## src/rtl/spi_pkg.sv

```systemverilog
// Shared types and helpers for the SPI register-file target.
package spi_pkg;

    typedef enum logic [1:0] {
        IDLE = 2'd0,
        CMD  = 2'd1,
        DATA = 2'd2,
        DONE = 2'd3
    } spi_state_t;

    localparam logic SPI_RW_WRITE = 1'b1;

    function automatic int unsigned spi_frame_width(input int unsigned addr_w,
                                                    input int unsigned data_w);
        return 1 + addr_w + data_w;
    endfunction

endpackage

```

## src/rtl/spi_sync_edge.sv

```systemverilog
// Two-flop synchroniser for an asynchronous pin, with single-cycle edge pulses.
module spi_sync_edge #(
    parameter logic RST_VAL = 1'b0
) (
    input  logic clk,
    input  logic rst,
    input  logic din,
    output logic rise,
    output logic fall
);

    logic meta_q, sync_q, prev_q;

    always_ff @(posedge clk or posedge rst) begin
        if (rst) begin
            meta_q <= RST_VAL;
            sync_q <= RST_VAL;
            prev_q <= RST_VAL;
        end else begin
            meta_q <= din;
            sync_q <= meta_q;
            prev_q <= sync_q;
        end
    end

    assign rise = sync_q & ~prev_q;
    assign fall = ~sync_q & prev_q;

endmodule

```

## src/rtl/spi_regfile_peripheral.sv

```systemverilog
// SPI target exposing NUM_REGS x DATA_W control registers with write and read-back.
module spi_regfile_peripheral
    import spi_pkg::*;
#(
    parameter int unsigned NUM_REGS = 5,
    parameter int unsigned DATA_W   = 8,
    parameter int unsigned ADDR_W   = 7,
    parameter int unsigned CPOL     = 0,
    parameter int unsigned CPHA     = 0
) (
    input  logic                       clk,
    input  logic                       rst,
    input  logic                       spi_sclk,
    input  logic                       spi_cs_n,
    input  logic                       spi_mosi,
    output logic                       spi_miso,
    output logic                       spi_miso_oe,
    output logic [NUM_REGS*DATA_W-1:0] regs_flat,
    output logic                       wr_strobe,
    output logic [ADDR_W-1:0]          wr_addr,
    output logic                       frame_err
);

    localparam int unsigned FRAME_W = spi_frame_width(ADDR_W, DATA_W);
    localparam int unsigned CNT_W   = $clog2(FRAME_W + 1);
    localparam int unsigned CMD_W   = ADDR_W + 1;
    localparam logic [CNT_W-1:0] CMD_LAST  = CNT_W'(ADDR_W);
    localparam logic [CNT_W-1:0] DATA_LAST = CNT_W'(FRAME_W - 1);
    // MISO only advances once the first data bit has been sampled.
    localparam logic [CNT_W-1:0] SHIFT_MIN = CNT_W'(ADDR_W + 2);

    logic sclk_rise, sclk_fall, cs_rise, cs_fall;
    logic mosi_meta, mosi_s;
    logic lead_edge, trail_edge, sample_edge, shift_edge;

    spi_state_t         state;
    logic [CNT_W-1:0]   bit_cnt;
    logic [CMD_W-1:0]   cmd_sr, cmd_next;
    logic [DATA_W-1:0]  data_sr, data_next, shift_out, rd_word;
    logic [NUM_REGS*DATA_W-1:0] regs;
    logic               is_write, addr_ok;

    spi_sync_edge #(.RST_VAL(CPOL != 0)) u_sync_sclk (
        .clk  (clk),
        .rst  (rst),
        .din  (spi_sclk),
        .rise (sclk_rise),
        .fall (sclk_fall)
    );

    spi_sync_edge #(.RST_VAL(1'b1)) u_sync_cs (
        .clk  (clk),
        .rst  (rst),
        .din  (spi_cs_n),
        .rise (cs_rise),
        .fall (cs_fall)
    );

    always_ff @(posedge clk or posedge rst) begin
        if (rst) begin
            mosi_meta <= 1'b0;
            mosi_s    <= 1'b0;
        end else begin
            mosi_meta <= spi_mosi;
            mosi_s    <= mosi_meta;
        end
    end

    assign lead_edge   = (CPOL == 0) ? sclk_rise : sclk_fall;
    assign trail_edge  = (CPOL == 0) ? sclk_fall : sclk_rise;
    assign sample_edge = (CPHA == 0) ? lead_edge : trail_edge;
    assign shift_edge  = (CPHA == 0) ? trail_edge : lead_edge;

    assign cmd_next  = (cmd_sr << 1) | CMD_W'(mosi_s);
    assign data_next = (data_sr << 1) | DATA_W'(mosi_s);
    assign is_write  = (cmd_sr[ADDR_W] == SPI_RW_WRITE);
    assign addr_ok   = (32'(cmd_sr[ADDR_W-1:0]) < NUM_REGS);

    // Out-of-range read addresses return zero.
    always_comb begin
        rd_word = '0;
        for (int unsigned k = 0; k < NUM_REGS; k++) begin
            if (32'(cmd_next[ADDR_W-1:0]) == k) begin
                rd_word = regs[k*DATA_W +: DATA_W];
            end
        end
    end

    always_ff @(posedge clk or posedge rst) begin
        if (rst) begin
            state     <= IDLE;
            bit_cnt   <= '0;
            cmd_sr    <= '0;
            data_sr   <= '0;
            shift_out <= '0;
            regs      <= '0;
            wr_strobe <= 1'b0;
            wr_addr   <= '0;
            frame_err <= 1'b0;
        end else begin
            wr_strobe <= 1'b0;
            frame_err <= 1'b0;
            case (state)
                IDLE: begin
                    if (cs_fall) begin
                        bit_cnt <= '0;
                        state   <= CMD;
                    end
                end
                CMD: begin
                    if (cs_rise) begin
                        frame_err <= 1'b1;
                        state     <= IDLE;
                    end else if (sample_edge) begin
                        cmd_sr  <= cmd_next;
                        bit_cnt <= bit_cnt + 1'b1;
                        if (bit_cnt == CMD_LAST) begin
                            shift_out <= rd_word;
                            state     <= DATA;
                        end
                    end
                end
                DATA: begin
                    if (cs_rise) begin
                        frame_err <= 1'b1;
                        state     <= IDLE;
                    end else if (sample_edge) begin
                        data_sr <= data_next;
                        bit_cnt <= bit_cnt + 1'b1;
                        if (bit_cnt == DATA_LAST) begin
                            state <= DONE;
                            if (!addr_ok) begin
                                frame_err <= 1'b1;
                            end else if (is_write) begin
                                for (int unsigned k = 0; k < NUM_REGS; k++) begin
                                    if (32'(cmd_sr[ADDR_W-1:0]) == k) begin
                                        regs[k*DATA_W +: DATA_W] <= data_next;
                                    end
                                end
                                wr_strobe <= 1'b1;
                                wr_addr   <= cmd_sr[ADDR_W-1:0];
                            end
                        end
                    end else if (shift_edge && bit_cnt >= SHIFT_MIN) begin
                        shift_out <= shift_out << 1;
                    end
                end
                DONE: begin
                    if (cs_rise) begin
                        state <= IDLE;
                    end
                end
                default: state <= IDLE;
            endcase
        end
    end

    assign spi_miso_oe = (state == DATA) && !is_write;
    assign spi_miso    = spi_miso_oe ? shift_out[DATA_W-1] : 1'b0;
    assign regs_flat   = regs;

endmodule

```

## config.mk

```make
export PLATFORM = sky130hd
export DESIGN_NAME = spi_regfile_peripheral
export DESIGN_NICKNAME = d
export VERILOG_FILES = /design/src/rtl/spi_pkg.sv /design/src/rtl/spi_sync_edge.sv /design/src/rtl/spi_regfile_peripheral.sv
export SDC_FILE = /design/constraint.sdc
export NUM_CORES = 1
export LEC_CHECK = 0
export CORE_ASPECT_RATIO = 0.8
export CORE_MARGIN = 2
export CORE_UTILIZATION = 35
export DETAILED_ROUTE_END_ITERATION = 7
export GPL_TIMING_DRIVEN = 0
export SYNTH_ARGS = -nofsm -noshare
export SYNTH_HDL_FRONTEND = slang
export SYNTH_SLANG_ARGS = --single-unit
```

## constraint.sdc

```tcl
create_clock -name clk -period 3.8 [get_ports clk]
set_clock_uncertainty 0.15 [all_clocks]
set_input_delay 1.14 -clock clk [delete_from_list [all_inputs] [get_ports clk]]
set_output_delay 1.14 -clock clk [all_outputs]
set_load 0.05 [all_outputs]
```

==> run summary, run 1 <==
Status - completed
Post-cts hold buffer count - 0
Peak clock frequency supported by timing - 283 MHz
Number of top-level design ports - 56
Average routed wire per standard cell - 16.9 um
Remaining global-route overflow - 0
Largest vdd supply drop - 271 uV
Final sum of negative setup slack - 0 ns
Fin crit period - 3.53 ns
Worst Hold Path EP - u_sync_sclk.sync_q
Most common library cell in the layout ignoring fill and taps - dfrtp_1
Global-route wire length before repair - 14.9 mm
Fraction of synthesized area in multiplexers - 0.207
Via count of the first global-routing pass - 2763
Top post-synthesis cells by area - dfrtp_1 (52%), mux2_2 (14%), mux2_4 (2.9%)
Final Cycle Share - 0.930
Chip width - 125 um
Final weighted congestion in routability-driven placement - 0.813
RSZ-0062 raised after global routing - no
Largest fanout on the critical path - 18
Combinational family with the most area after synthesis - multiplexers
Worst r2r src - bit_cnt[1]
Slowest cell on the critical path - dlygate4sd2_1
Worst hold path depth - 0
Port-buffer cells - 55
Slew Viols, Final - 0
Commonest non-fill, non-tap cells in the layout - dfrtp_1 (84), clkdlybuf4s50_1 (53), mux2_2 (51)
Worst path top cell family by delay - buffers and inverters
Number of warnings issued by yosys - 0
Clock tree from TritonCTS - yes
Parity-gate share of the synthesized area counting xor and xnor cells - 0
Proportion of register bits with asynchronous set or reset after synthesis - 1.00
Data required time at the worst endpoint - 2.51 ns
Leakage - 2.38 nW
Total Power - 2.77 mW
Post-synthesis sequential element count - 87
Critical Path Source Type - register
Number of setup violations in the final report - 0
Largest net degree at the start of global routing - 69
DRT Pass-1 Iters - 4
Fraction of the mapped netlist area in adder cells - 0.0246
Via count - 2834
Critical Setup Path Class - reg -> out
Synth Instances - 325
Number of antenna violations at the first check in global routing - 0
Clock buffer count from CTS - 9
Post-synthesis share of cell area spent on and, or, nand and nor gates - 0.106
Die ar. - 12500 um^2
DRC - 0
Final Hold Vio Count - 0
Sum of net half-perimeters after detailed placement - 6.50 mm
Number of setup buffers added after CTS - 0
Type of destination of the critical path - output port
Reg2Reg Capture Point - regs_flat[2]
Worst path cell trace - inv_1, ha_1, buf_2, nor2b_1, and2_1, dlygate4sd2_1
Count of distinct cell types in the synthesized netlist - 49
Post-synthesis cell type with the largest combined area - dfrtp_1
Transition time of the tightest slew-check pin - 0.820 ns
Netlist area before placement - 4080 um^2
Number of enable flip-flop cells after synthesis - 0
Row Count - 35
Htree depth - 3
Setup slack of the worst register-to-register path - 0.85 ns
Fraction of final layout cells with drive strength greater than 1 - 0.247
Final Net Count - 404
Clock Pin Slew Worst Setup and Hold Paths - 0.06 ns
Post-synthesis compound-gate area fraction - 0.102
Number of violations of the max-capacitance limit - 0
Starting Density - 0.357
P&R area growth vs syn - 26.1%
Number of antenna diodes - 0
Launch instance of the worst min-delay path - u_sync_sclk.meta_q
Area share of the leading cell type in the synthesized netlist - 0.516
Final core utilization - 0.450
Avg Cell Area, Syn - 12.5 um^2
CP peak stage delay - 0.52 ns
Ratio of routed vias to standard cells - 5.21
CTS root buf - clkbuf_16
Main flop type after synthesis - dfrtp_1
Register area share after synthesis - 0.535
GR Util All Layers - 0.152
Post-synthesis net count - 338
Routed Antenna Nets - 0
Die Height - 101 um
Worst slew slack as a fraction of its limit - 0.449
Hold Crit Class - reg -> reg
Data arrival, critical path - 2.24 ns
CTS sink count - 87
Cell count of the worst reg-to-reg path - 8
PD cells - 538 nW/um^2
Buffers from clock root to sink, at most - 2
Initial drt markers - 96
CP bufs+invs - 3
Wire length after detailed routing - 9.18 mm
Area of the placeable core - 11400 um^2
Insertion delay of the later-clocked pin in the worst-skew pair - 0.34 ns
==> cells in the mapped netlist, types with 2 or more instances <==
| master | number |
|---|---|
| a221oi_1 | 2 |
| mux2_4 | 8 |
| o2bb2ai_1 | 2 |
| mux2i_1 | 8 |
| o221ai_1 | 2 |
| ha_1 | 8 |
| a31oi_1 | 6 |
| a21o_1 | 7 |
| nor4_4 | 2 |
| dfrtp_1 | 84 |
| nor3_1 | 5 |
| nor2_1 | 13 |
| a21oi_1 | 17 |
| inv_1 | 8 |
| and2_1 | 6 |
| nor2b_1 | 6 |
| nand2b_1 | 5 |
| or2_2 | 2 |
| nand3_1 | 3 |
| nand2_1 | 15 |
| o22ai_1 | 2 |
| and3_1 | 2 |
| dfstp_2 | 3 |
| o21ai_0 | 14 |
| buf_2 | 5 |
| a32o_1 | 5 |
| clkbuf_1 | 9 |
| mux2_2 | 51 |
| mux4_2 | 3 |
| nand4_1 | 3 |
==> area by class of cell <==
type | count | area, um^2
clock buffer | 11 | 243
tap | 148 | 185
clock inverter | 5 | 56.3
buffer | 15 | 70.1
multi-input combinational | 213 | 1790
fill | 1067 | 6290
timing repair buffer | 56 | 579
inverter | 9 | 36.3
sequential | 87 | 2180
==> worst register-to-register path, delay by kind of cell, from the launching register on <==
kind,cells,cell delay [ns]
and+or+nand+nor,5,1.31
adders and majority gates,2,0.50
DFF,1,0.47
muxes,1,0.41
==> how the worst max path moves through the flow <==
stage,endpoint,start,cells past startpoint
final,spi_miso,state[0],6
after global routing,spi_miso,state[0],6
after global placement,regs_flat[28],rst,2
after detailed placement,spi_miso,state[0],7
after floorplan,spi_miso,state[0],6
after CTS,spi_miso_oe,state[0],5
==> registers in the layout, summed over array words and instances, names as in the netlist, 2 cells and up <==
signal	count
regs_flat	40
data_sr	7
shift_out	8
state	2
bit_cnt	5
wr_addr	7
cmd_sr	8
==> power by group <==
| group | total (mW) | switching [mW] | internal, mW |
|---|---|---|---|
| registers | 1.14 | 0.101 | 1.04 |
| logic | 0.740 | 0.452 | 0.287 |
| clock network | 0.887 | 0.360 | 0.528 |
==> metal layers <==
metal | wire length (um) | global-route usage
met2 | 4120 | 0.232
met1 | 4620 | 0.213
met5 | 0 | 0
met3 | 327 | 0.0456
met4 | 108 | 0.0424
==> stage by stage <==
stage,setup WS [ns],cells,area (um^2),hold slack (ns)
global placement,-1.11,528,4810,0.183
global route,0.134,544,5140,0.200
finish,0.268,544,5140,0.192
CTS,0.0801,544,5140,0.197
floorplan,0.129,325,4080,0.181
detailed placement,0.0244,529,4840,0.186
==> kinds of logic (layout without fill, tap and decap cells) <==
logic type                 Yosys count  in the layout
adders and majority gates            8              8
buffers and inverters               25             96
AOI/OAI and AO/OA                   63             63
DFF                                 87             87
and+or+nand+nor                     72             72
muxes                               70             70
==> what timing repair did <==
| action | in CTS | in global routing |
|---|---|---|
| resized for setup | 1 | 1 |
| endpoints found under the hold margin | 0 | 0 |
| endpoints found under the setup margin | 2 | 1 |
Power figures use the tool's default switching activity.
==> inputs of run 2 (changes only) <==
--- a/config.mk
+++ b/config.mk
@@ -6,7 +6,7 @@
 export NUM_CORES = 1
 export LEC_CHECK = 0
 export CORE_ASPECT_RATIO = 0.8
-export CORE_MARGIN = 2
+export CORE_MARGIN = 1.5
 export CORE_UTILIZATION = 35
 export DETAILED_ROUTE_END_ITERATION = 7
 export GPL_TIMING_DRIVEN = 0
==> run summary, run 2 (same netlist as run 1, synthesis figures left out) <==
Number of setup violations in the final report - 0 (unchanged)
Number of top-level design ports - 56 (unchanged)
Critical Path Source Type - register (unchanged)
Final Net Count - 404 (unchanged)
CP bufs+invs - 3 (unchanged)
Worst path top cell family by delay - buffers and inverters (unchanged)
Crit path setup slack, layout - 0.110 ns (was 0.268 ns)
Data arrival, critical path - 2.40 ns (was 2.24 ns)
Most common library cell in the layout ignoring fill and taps - dfrtp_1 (unchanged)
DRT Pass-1 Iters - 4 (unchanged)
Largest net degree at the start of global routing - 65 (was 69)
Hold Crit Class - reg -> reg (unchanged)
Clock buffer count from CTS - 9 (unchanged)
Slew Viols, Final - 0 (unchanged)
CTS sink count - 87 (unchanged)
Row Count - 35 (unchanged)
Die Height - 99.5 um (was 101 um)
Htree depth - 3 (unchanged)
Number of violations of the max-capacitance limit - 0 (unchanged)
Dpl ws - -0.0116 ns (was 0.0244 ns)
Data required time at the worst endpoint - 2.51 ns (about the same)
CTS root buf - clkbuf_16 (unchanged)
PD cells - 557 nW/um^2 (was 538 nW/um^2)
Final Hold Vio Count - 0 (unchanged)
Fin crit period - 3.69 ns (was 3.53 ns)
Worst Hold Path EP - mosi_s (was u_sync_sclk.sync_q)
Transition time of the tightest slew-check pin - 0.824 ns (was 0.820 ns)
GR Util All Layers - 0.162 (was 0.152)
Combined area of the multi-input logic cells - 1790 um^2 (unchanged)
Slowest cell on the critical path - clkdlybuf4s50_1 (was dlygate4sd2_1)
Initial drt markers - 135 (was 96)
P&R area growth vs syn - 27.2% (was 26.1%)
Post-cts hold buffer count - 0 (unchanged)
Fraction of final layout cells with drive strength greater than 1 - 0.247 (unchanged)
Design Area, Final - 5190 um^2 (was 5140 um^2)
Clock tree from TritonCTS - yes (unchanged)
Final sum of negative setup slack - 0 ns (unchanged)
Port-buffer cells - 55 (unchanged)
Count of placed standard cells including taps - 529 (unchanged)
Final Non-Filler Cells - 544 (unchanged)
Routed Antenna Nets - 0 (unchanged)
Final Cycle Share - 0.971 (was 0.930)
Final core utilization - 0.454 (was 0.450)
Type of destination of the critical path - output port (unchanged)
Number of antenna diodes - 0 (unchanged)
Clock Pin Slew Worst Setup and Hold Paths - 0.06 ns (about the same)
Via count - 2810 (was 2834)
Launching element of the worst setup path - state[0] (unchanged)
Launch instance of the worst min-delay path - mosi_meta (was u_sync_sclk.meta_q)
Global-route wire length before repair - 15.2 mm (was 14.9 mm)
Total Power - 2.89 mW (was 2.77 mW)
Largest fanout on the critical path - 18 (unchanged)
Final weighted congestion in routability-driven placement - 0.825 (was 0.813)
Commonest non-fill, non-tap cells in the layout - dfrtp_1 (84), clkdlybuf4s50_1 (54), mux2_2 (51) (was dfrtp_1 (84), clkdlybuf4s50_1 (53), mux2_2 (51))
Ratio of routed vias to standard cells - 5.17 (was 5.21)
Average routed wire per standard cell - 16.9 um (about the same)
Peak clock frequency supported by timing - 271 MHz (was 283 MHz)
Reg2Reg Capture Point - regs_flat[7] (was regs_flat[2])
Worst slew slack as a fraction of its limit - 0.448 (was 0.449)
Buffers from clock root to sink, at most - 2 (unchanged)
CP peak stage delay - 0.82 ns (was 0.52 ns)
Number of flip-flops under the largest register name - 40 (unchanged)
Remaining global-route overflow - 0 (unchanged)
Number of antenna violations at the first check in global routing - 0 (unchanged)
Hold slack final - 0.196 ns (was 0.192 ns)
Starting Density - 0.357 (unchanged)
Largest vdd supply drop - 259 uV (was 271 uV)
Area of the placeable core - 11400 um^2 (unchanged)
RSZ-0062 raised after global routing - no (unchanged)
Sum of net half-perimeters after detailed placement - 6.53 mm (was 6.50 mm)
Via count of the first global-routing pass - 2810 (was 2763)
Fillers - 1052 (was 1067)
Leakage - 2.39 nW (was 2.38 nW)
Setup slack of the worst register-to-register path - 0.82 ns (was 0.85 ns)
Sequential cell area - 2180 um^2 (unchanged)
Chip width - 124 um (was 125 um)
Wire length after detailed routing - 9.19 mm (was 9.18 mm)
Critical Setup Path Class - reg -> out (unchanged)
Area after DPL - 4840 um^2 (unchanged)
Worst hold path depth - 0 (unchanged)
Worst r2r src - bit_cnt[1] (unchanged)
Worst path cell trace - inv_1, ha_1, buf_2, nor2b_1, clkdlybuf4s50_1 (was inv_1, ha_1, buf_2, nor2b_1, and2_1, dlygate4sd2_1)
Die ar. - 12300 um^2 (was 12500 um^2)
DRC - 0 (unchanged)
Cell count of the worst reg-to-reg path - 8 (unchanged)
Status - completed (unchanged)
Insertion delay of the later-clocked pin in the worst-skew pair - 0.33 ns (was 0.34 ns)
[run 2: cell count changes in the layout (fill, tap and decap cells not counted)]
cell	change
bufinv_16	+2
clkinv_2	-2
clkdlybuf4s50_1	+1
clkinv_4	+1
dlymetal6s2s_1	-1
inv_6	-1
[run 2: cell type report]
type                    count  share of cell area
repair buffers             56               0.111
inverters                   9             0.00700
clock buffers              11              0.0468
multi-input cells         213               0.345
well taps                 148              0.0357
plain buffers              15              0.0135
flip-flops and latches     87               0.421
clock inverters             5              0.0205
[run 2: what timing repair did]
item	CTS	global route
setup buffers	0	0
gates resized for setup	1	0
endpoints found under the hold margin	0	0
setup endpoints to repair	2	0
[run 2: where the power goes]
part	leakage [nW]	switching [mW]	internal (mW)
registers	1.18	0.102	1.04
clock network	0.166	0.350	0.662
logic	1.04	0.449	0.287
total	2.39	0.901	1.99
[run 2: worst max-delay path by stage]
stage                         end  slack (ns)  cells after the start
detailed placement       spi_miso       -0.01                      7
global route          spi_miso_oe        0.01                      5
global placement    regs_flat[28]       -1.15                      2
finish                spi_miso_oe        0.11                      5
floorplan                spi_miso        0.13                      6
CTS                   spi_miso_oe        0.10                      5
[run 2: per-layer routing]
| metal | track usage | wire, um | share of wire | vias up |
|---|---|---|---|---|
| met5 | 0 | 0 | 0 | - |
| li1 | - | - | - | 1320 |
| met4 | 0.0371 | 41 | 0.0045 | 0 |
| met3 | 0.0401 | 356 | 0.039 | 2 |
| met2 | 0.235 | 4230 | 0.46 | 67 |
| met1 | 0.241 | 4570 | 0.50 | 1421 |
